`config.mk`:
```
export PLATFORM = sky130hd
export DESIGN_NAME = verificador_disparo
export DESIGN_NICKNAME = d
export VERILOG_FILES = /design/src/rtl/verificador_disparo.sv
export SDC_FILE = /design/constraint.sdc
export NUM_CORES = 1
export LEC_CHECK = 0
export CAP_MARGIN = 5
export CORE_MARGIN = 1
export CORE_UTILIZATION = 57
export DETAILED_ROUTE_END_ITERATION = 6
export PLACE_DENSITY = 0.81
export SYNTH_ARGS = -nofsm -noshare
export SYNTH_HDL_FRONTEND = slang
export SYNTH_SLANG_ARGS = --single-unit
export TNS_END_PERCENT = 30
```
`constraint.sdc`:
```
create_clock -name clk -period 7 [get_ports clk]
set_input_delay 1.4 -clock clk [delete_from_list [all_inputs] [get_ports clk]]
set_output_delay 1.4 -clock clk [all_outputs]
set_load 0.02 [all_outputs]
```
`src/rtl/verificador_disparo.sv`:
```
// Shot checker for the 5x7 battleship map: snapshots the map, evaluates shots, tracks hits/budget/end.
// Optional build macro REPETIDO_CONSOME_EN: repeated shots also consume one shot from the budget.
module verificador_disparo #(
  parameter int MAX_TIROS = 15
) (
  input  logic       clk,
  input  logic       rst_n,
  input  logic       iniciar,
  input  logic [6:0] mapa0,
  input  logic [6:0] mapa1,
  input  logic [6:0] mapa2,
  input  logic [6:0] mapa3,
  input  logic [6:0] mapa4,
  input  logic [2:0] linha,
  input  logic [2:0] coluna,
  input  logic       disparar,
  output logic       acerto,
  output logic       erro,
  output logic       repetido,
  output logic       invalido,
  output logic [5:0] tiros_restantes,
  output logic [5:0] acertos,
  output logic       vitoria,
  output logic       derrota,
  output logic [1:0] estado
);

  typedef enum logic [1:0] {
    OCIOSO   = 2'd0,
    AGUARDA  = 2'd1,
    VERIFICA = 2'd2,
    FIM      = 2'd3
  } estado_t;

  localparam logic [5:0] TIROS_INI = 6'(MAX_TIROS);

  estado_t     estado_q, estado_n;
  logic [34:0] mapa_q, mapa_n;
  logic [34:0] mascara_q, mascara_n;
  logic [5:0]  total_q, total_n;
  logic [5:0]  tiros_q, tiros_n;
  logic [5:0]  acertos_q, acertos_n;
  logic [2:0]  linha_q, linha_n;
  logic [2:0]  coluna_q, coluna_n;
  logic        disparar_d;
  logic        acerto_q, acerto_n;
  logic        erro_q, erro_n;
  logic        repetido_q, repetido_n;
  logic        invalido_q, invalido_n;
  logic        vitoria_q, vitoria_n;
  logic        derrota_q, derrota_n;
  logic        evento_disparo;
  logic [34:0] mapa_entrada;
  logic [5:0]  idx;

  function automatic logic [5:0] contar_navios(input logic [34:0] m);
    logic [5:0] n;
    n = '0;
    for (int i = 0; i < 35; i++) n = n + {5'b0, m[i]};
    return n;
  endfunction

  // Cell (r,c) lives at bit r*7 + (6-c), matching the row encoding of mapa0..mapa4.
  assign mapa_entrada   = {mapa4, mapa3, mapa2, mapa1, mapa0};
  assign idx            = {3'b0, linha_q} * 6'd7 + 6'd6 - {3'b0, coluna_q};
  assign evento_disparo = disparar & ~disparar_d;

  always_comb begin
    // NOTE: every next-state variable gets a default first so no path leaves it unassigned (no latches).
    estado_n   = estado_q;
    mapa_n     = mapa_q;
    mascara_n  = mascara_q;
    total_n    = total_q;
    tiros_n    = tiros_q;
    acertos_n  = acertos_q;
    linha_n    = linha_q;
    coluna_n   = coluna_q;
    acerto_n   = acerto_q;
    erro_n     = erro_q;
    repetido_n = repetido_q;
    invalido_n = invalido_q;
    vitoria_n  = vitoria_q;
    derrota_n  = derrota_q;

    if (iniciar) begin
      mapa_n     = mapa_entrada;
      mascara_n  = '0;
      total_n    = contar_navios(mapa_entrada);
      tiros_n    = TIROS_INI;
      acertos_n  = '0;
      acerto_n   = 1'b0;
      erro_n     = 1'b0;
      repetido_n = 1'b0;
      invalido_n = 1'b0;
      derrota_n  = 1'b0;
      vitoria_n  = (total_n == 6'd0);
      estado_n   = (total_n == 6'd0) ? FIM : AGUARDA;
    end else begin
      case (estado_q)
        AGUARDA: begin
          if (evento_disparo) begin
            linha_n  = linha;
            coluna_n = coluna;
            estado_n = VERIFICA;
          end
        end
        VERIFICA: begin
          acerto_n   = 1'b0;
          erro_n     = 1'b0;
          repetido_n = 1'b0;
          invalido_n = 1'b0;
          if (linha_q > 3'd4 || coluna_q > 3'd6) begin
            invalido_n = 1'b1;
          end else if (mascara_q[idx]) begin
            repetido_n = 1'b1;
`ifdef REPETIDO_CONSOME_EN
            tiros_n    = tiros_q - 6'd1;
`endif
          end else begin
            mascara_n[idx] = 1'b1;
            tiros_n        = tiros_q - 6'd1;
            if (mapa_q[idx]) begin
              acerto_n  = 1'b1;
              acertos_n = acertos_q + 6'd1;
            end else begin
              erro_n = 1'b1;
            end
          end
          // Victory is tested first so a final hit on the last shot is a win.
          if (acertos_n == total_q) begin
            estado_n  = FIM;
            vitoria_n = 1'b1;
          end else if (tiros_n == 6'd0) begin
            estado_n  = FIM;
            derrota_n = 1'b1;
          end else begin
            estado_n = AGUARDA;
          end
        end
        default: ;
      endcase
    end
  end

  always_ff @(posedge clk) begin
    if (!rst_n) begin
      // NOTE: the map copy and shot mask are plain flops, so reset clears them like any other state.
      estado_q   <= OCIOSO;
      mapa_q     <= '0;
      mascara_q  <= '0;
      total_q    <= '0;
      tiros_q    <= '0;
      acertos_q  <= '0;
      linha_q    <= '0;
      coluna_q   <= '0;
      disparar_d <= 1'b0;
      acerto_q   <= 1'b0;
      erro_q     <= 1'b0;
      repetido_q <= 1'b0;
      invalido_q <= 1'b0;
      vitoria_q  <= 1'b0;
      derrota_q  <= 1'b0;
    end else begin
      // NOTE: non-blocking assignments so every flop samples pre-edge values.
      estado_q   <= estado_n;
      mapa_q     <= mapa_n;
      mascara_q  <= mascara_n;
      total_q    <= total_n;
      tiros_q    <= tiros_n;
      acertos_q  <= acertos_n;
      linha_q    <= linha_n;
      coluna_q   <= coluna_n;
      disparar_d <= disparar;
      acerto_q   <= acerto_n;
      erro_q     <= erro_n;
      repetido_q <= repetido_n;
      invalido_q <= invalido_n;
      vitoria_q  <= vitoria_n;
      derrota_q  <= derrota_n;
    end
  end

  assign acerto          = acerto_q;
  assign erro            = erro_q;
  assign repetido        = repetido_q;
  assign invalido        = invalido_q;
  assign tiros_restantes = tiros_q;
  assign acertos         = acertos_q;
  assign vitoria         = vitoria_q;
  assign derrota         = derrota_q;
  assign estado          = estado_q;

endmodule

```
Word-level counts from Yosys, hierarchy flattened

Index checks and enable logic that the tools add are counted.

Register bits after elaboration: 103
Output and inout bits: 20
Word-level logic and storage cells: 119

$add $sub $neg: 38
Multipliers: 1
Magnitude comparators: 4
Equality and inequality tests: 4
Muxes and demuxes: 35
Bitwise operators: 8
Reduce and logical (&&, ||, !) cells: 13

Operator list:

| cell                                                                                | number |
|---|---|
| 6-bit by 1-bit adder with 6-bit output                                              | 29 |
| 6-bit 2-to-1 mux                                                                    | 9 |
| 35-bit bitwise OR                                                                   | 1 |
| 1-bit 2-to-1 mux                                                                    | 15 |
| 1-bit binary-select mux with 6-bit select                                           | 2 |
| 6-bit logical NOT                                                                   | 2 |
| 2-bit 2-to-1 mux                                                                    | 5 |
| 3-bit AND reduction                                                                 | 3 |
| 4-bit 2-to-1 mux                                                                    | 2 |
| 6-bit by 7-bit < comparator with 1-bit output, second input constant                | 1 |
| 5-bit by 1-bit adder with 6-bit output                                              | 1 |
| 6-bit by 1-bit adder with 6-bit output, second input constant                       | 1 |
| 6-bit by 3-bit adder with 6-bit output, second input constant                       | 1 |
| 1-bit demux with 6-bit select                                                       | 1 |
| 6-bit equality test                                                                 | 1 |
| 6-bit by 1-bit greater-or-equal comparator with 1-bit output, second input constant | 1 |
| 3-bit > comparator, second input constant                                           | 2 |
| 3-bit by 3-bit multiplier with 6-bit output, second input constant                  | 1 |
| 1-bit inverter                                                                      | 6 |
| 6-bit by 1-bit subtractor with 6-bit output, second input constant                  | 1 |
| 6-bit by 3-bit subtractor with 6-bit output                                         | 1 |
| 4-bit by 1-bit adder with 5-bit output                                              | 1 |
| 3-bit by 1-bit adder with 4-bit output                                              | 1 |
| 2-bit case mux with 2 select lines                                                  | 1 |
| 12 further kinds                                                                    | 14 |

Logic depth before layout (Yosys ltp)

Depth after elaboration: 37
Depth in mapped cells: 20

Worst setup path after synthesis

OpenSTA, ideal clock, no wires.

Kind: input to register
Start: in mapa0[5]
End: reg vitoria_q (netlist: vitoria)
Library setup time: 87 ps
Data arrival time: 6095 ps
Required time: 6913 ps
Slack: 818 ps
Stages: 19
Cell sequence: inv_1 > fa_1 > inv_1 > fa_1 > fa_1 > fa_1 > fa_1 > inv_1 > fa_1 > fa_1 > inv_1 > fa_1 > a21o_1 > a21oi_1 > xnor2_1 > nor4b_1 > o21ai_0 > o21bai_1 > o31ai_1

Word-level cells in the longest chain between the ends: 32

RTL lines:

| item                                                 | line | RTL |
|---|---|---|
| from (decl)                                          | 9    | `input logic [6:0] mapa0,` |
| 5-bit by 1-bit adder with 6-bit output               | 59   | `for (int i = 0; i < 35; i++) n = n + {5'b0, m[i]};` |
| 6-bit by 1-bit adder with 6-bit output (29 in a row) | 59   |  |
| 6-bit logical NOT                                    | 96   | `vitoria_n = (total_n == 6'd0);` |
| 1-bit 2-to-1 mux                                     | 85   | `if (iniciar) begin` |
| to (signal assigned)                                 | 178  | `vitoria_q <= vitoria_n;` |
| to (decl)                                            | 50   | `logic vitoria_q, vitoria_n;` |

Every way passes these cells.
A chain may end at the register's enable or synchronous reset.

Worst setup path in the final report

Ends and elaborated chain as after synthesis.

==> results.json <==
{
  "cp_cell_sequence": "clkdlybuf4s50_1, inv_1, fa_1, inv_1, fa_1, fa_1, fa_1, fa_1, inv_1, fa_1, fa_1, inv_1, fa_1, a21o_1, a21oi_1, xnor2_1, nor4b_1, o21ai_0, o21bai_1, o31ai_1",
  "port_buffers": 64,
  "critPathMostFrequentCell": "fa_1",
  "htree_num_levels": 3,
  "grt_usage_pct": 24.54,
  "numCtsBuffers": 9,
  "worstMarginPinSlew_ps": 914.7,
  "crit_path_end_kind": "register",
  "p_seq_share_pct": 32.0,
  "period_share_pct": 94.90,
  "cp_top_family": "adder cells",
  "hold_path_depth": 2,
  "yosys.cell_types.count": 62,
  "clk_path_buf_depth": 2,
  "post_synth.cell_area_avg_um2": 9.602,
  "synthCells": 633,
  "cpPeakStageDelay_ps": 540,
  "sw_frac_of_total_pct": 39.59,
  "required_ps": 7290,
  "die_h_um": 105.3,
  "antenna_found_initial": 0,
  "hold_buffers": 0,
  "relSlewSlack_pct": 39.02,
  "root_buffer": "clkbuf_8",
  "gp_congestion": 0.8432,
  "finalInstanceArea_um2": 6987,
  "setup_violations": 0,
  "total_power_mw": 2.035,
  "slowest_stage": "fa_1",
  "post-place-ws_ps": -28.23,
  "hold_slack_ps": 468.7,
  "p_per_area_nw_per_um2": 291.2,
  "clock_latency_ps": 380,
  "start_util_pct": 58.88,
  "drv_slew": 0,
  "placed_cell_area_um2": 6779,
  "path_class": "in -> reg",
  "finalHoldViolCount": 0,
  "path_clk_slew_ps": 100,
  "path_depth": 20,
  "power.leakage_nw": 2.954,
  "critPathLaunchType": "input pin",
  "setup_ws_ps": 356.8,
  "synthArstFlopShare_pct": 0,
  "yosysWarnings": 0,
  "intPower_mw": 1.229,
  "period_needed_ps": 6643,
  "max_freq_mhz": 150.5,
  "synth_top_area_share_pct": 33.92,
  "core_area_um2": 10320,
  "final_core_util_pct": 67.68,
  "ios": 65,
  "cp.arrival_ps": 6940,
  "overflow": 0,
  "worst-path-buf-inv": 5,
  "grt_pass1_vias": 4577,
  "num_antenna_cells": 0,
  "netlist_area_um2": 6078,
  "dp_cells": 808,
  "hp-class": "reg -> reg",
  "drive_above_1_share_pct": 6.831,
  "vdd_ir_drop_max_mv": 0.2734,
  "dp_hpwl_mm": 9.665,
  "area_growth_pct": 14.94,
  "vias": 4602,
  "grt_max_degree": 55,
  "r2r_cells": 15,
  "grt_pass1_wl_mm": 21.60,
  "ant_nets": 0,
  "drc": 0,
  "power_frac_comb_pct": 49.5,
  "switching_power_uw": 805.5,
  "synthFlopType": "dfxtp_1",
  "maxCapViolCount": 0,
  "cts_num_sinks": 103,
  "synth_edf_count": 0,
  "die_width_um": 105.3,
  "cts_setup_buffers": 0,
  "drt-vias-per-instance": 5.585,
  "cts.repair.resized": 0,
  "routed_wl_mm": 12.85,
  "status": "complete, no violations",
  "synthesis.nets": 732,
  "drt_iter0_drc": 227,
  "rsz0062_at_grt": "false",
  "dieArea_um2": 11080,
  "seq_area_frac_synth_pct": 33.92,
  "skew_ps": 9.473,
  "clock_power_share_pct": 18.5,
  "synth-seq-cells": 103,
  "critPathMaxFanout": 3,
  "yosysTopAreaCell": "dfxtp_1",
  "fin_nets": 782,
  "stdcell_count": 824,
  "wire_per_inst_um": 15.60,
  "setup_tns_ps": 0,
  "cts_tree": "yes",
  "fill_cells": 813,
  "drtPass1Iterations": 7,
  "synth_area_leaders": "dfxtp_1 34%, fa_1 11%, mux2i_1 9.4%, nor2b_1 4.9%, ha_1 4.5%",
  "std_cell_rows": 37
}
## state kept, by name, indices dropped and copies added (netlist names), 2 cells and up
register         flops
acertos              6
coluna_q             3
estado               2
linha_q              3
mapa_q              35
mascara_q           35
tiros_restantes      6
total_q              6
## worst reg2reg max path, cell delays in order (launching register included)
cell	delay, ps
dfxtp_1	400
inv_1	100
ha_1	300
inv_1	70
fa_1	430
fa_1	520
fa_1	860
buf_4	310
mux4_2	320
mux2i_1	160
a211oi_1	120
o22ai_1	730
nand2_1	570
nor4_2	740
a21oi_1	150
nor2_1	130
## cells by family after synthesis
| family | Yosys count | synth area share [%] |
|---|---|---|
| fa+ha+maj | 54 | 15.07 |
| mux | 69 | 13.83 |
| xor+xnor | 26 | 4.302 |
| flops | 103 | 33.92 |
| simple gates | 184 | 15.77 |
| compound gates | 98 | 10.38 |
| buf+inv | 99 | 6.731 |
## placed cells by master, fill, tap and decap left out, types with 4 or more instances in the layout
| cell type | instances |
|---|---|
| nand3_1 | 8 |
| o21a_1 | 5 |
| ha_1 | 22 |
| fa_1 | 32 |
| mux4_2 | 12 |
| a21oi_1 | 44 |
| a211oi_1 | 4 |
| nor2b_1 | 48 |
| inv_1 | 66 |
| clkdlybuf4s50_1 | 63 |
| nand2b_1 | 7 |
| buf_4 | 7 |
| o21ai_0 | 11 |
| nor2_1 | 59 |
| xnor2_1 | 14 |
| xor2_1 | 9 |
| nand2_1 | 26 |
| clkbuf_8 | 9 |
| mux2i_1 | 57 |
| and2_1 | 8 |
| dfxtp_1 | 103 |
| and3_1 | 5 |
| a21o_1 | 4 |
| nor3_1 | 8 |
## final cells by class
class | count | area (um^2) | share of cell area (%)
clock buffer | 9 | 123.9 | 1.773
timing repair buffer | 71 | 688.2 | 9.850
multi-input combinational | 431 | 3607 | 51.63
tap | 136 | 170.2 | 2.436
sequential | 103 | 2062 | 29.51
inverter | 67 | 251.5 | 3.600
clock inverter | 7 | 83.83 | 1.200
## path summary, 6_finish.rpt
path / end / start / slack [ps]
worst min register to register: erro$_SDFFE_PP0P_ / erro$_SDFFE_PP0P_ / 470
worst max-delay path: vitoria$_SDFFE_PN0P_ / mapa0[5] / 360
worst min-delay path: erro$_SDFFE_PP0P_ / erro$_SDFFE_PP0P_ / 470
worst max register to register: mascara_q[3]$_SDFFE_PP0P_ / linha_q[0]$_SDFFE_PN0P_ / 1020
## Yosys cell counts (3+ instances only)
library cell and n:
buf_6 3, nand2b_1 7, buf_2 6, and2_1 8
dfxtp_1 103, nand3_1 8, o31ai_1 3, xor2_1 9
a211oi_1 4, fa_1 32, a21oi_1 44, xnor2_1 14
clkbuf_1 19, nor2b_1 48, nand2_1 26, nor3_1 8
and3_1 5, inv_1 66, a21o_1 4, mux2i_1 57
mux4_2 12, o21ai_0 11, nor2_1 59, o21a_1 5
ha_1 22
## power groups by stage
stage               Combinational, mW  Clock (mW)  Sequential [mW]
floorplan                       0.783           0            0.667
detailed placement               1.00           0            0.664
CTS                              1.01       0.383            0.651
global route                     1.15       0.407            0.657
global placement                0.963           0            0.663
finish                           1.01       0.375            0.651
## per-layer routing
layer	routed length (um)	track usage, %
met1	5786	32.02
met2	6273	41.59
met3	571	3.401
met4	220	8.853
met5	0	0
No activity file was read; power rests on OpenSTA's default activity.
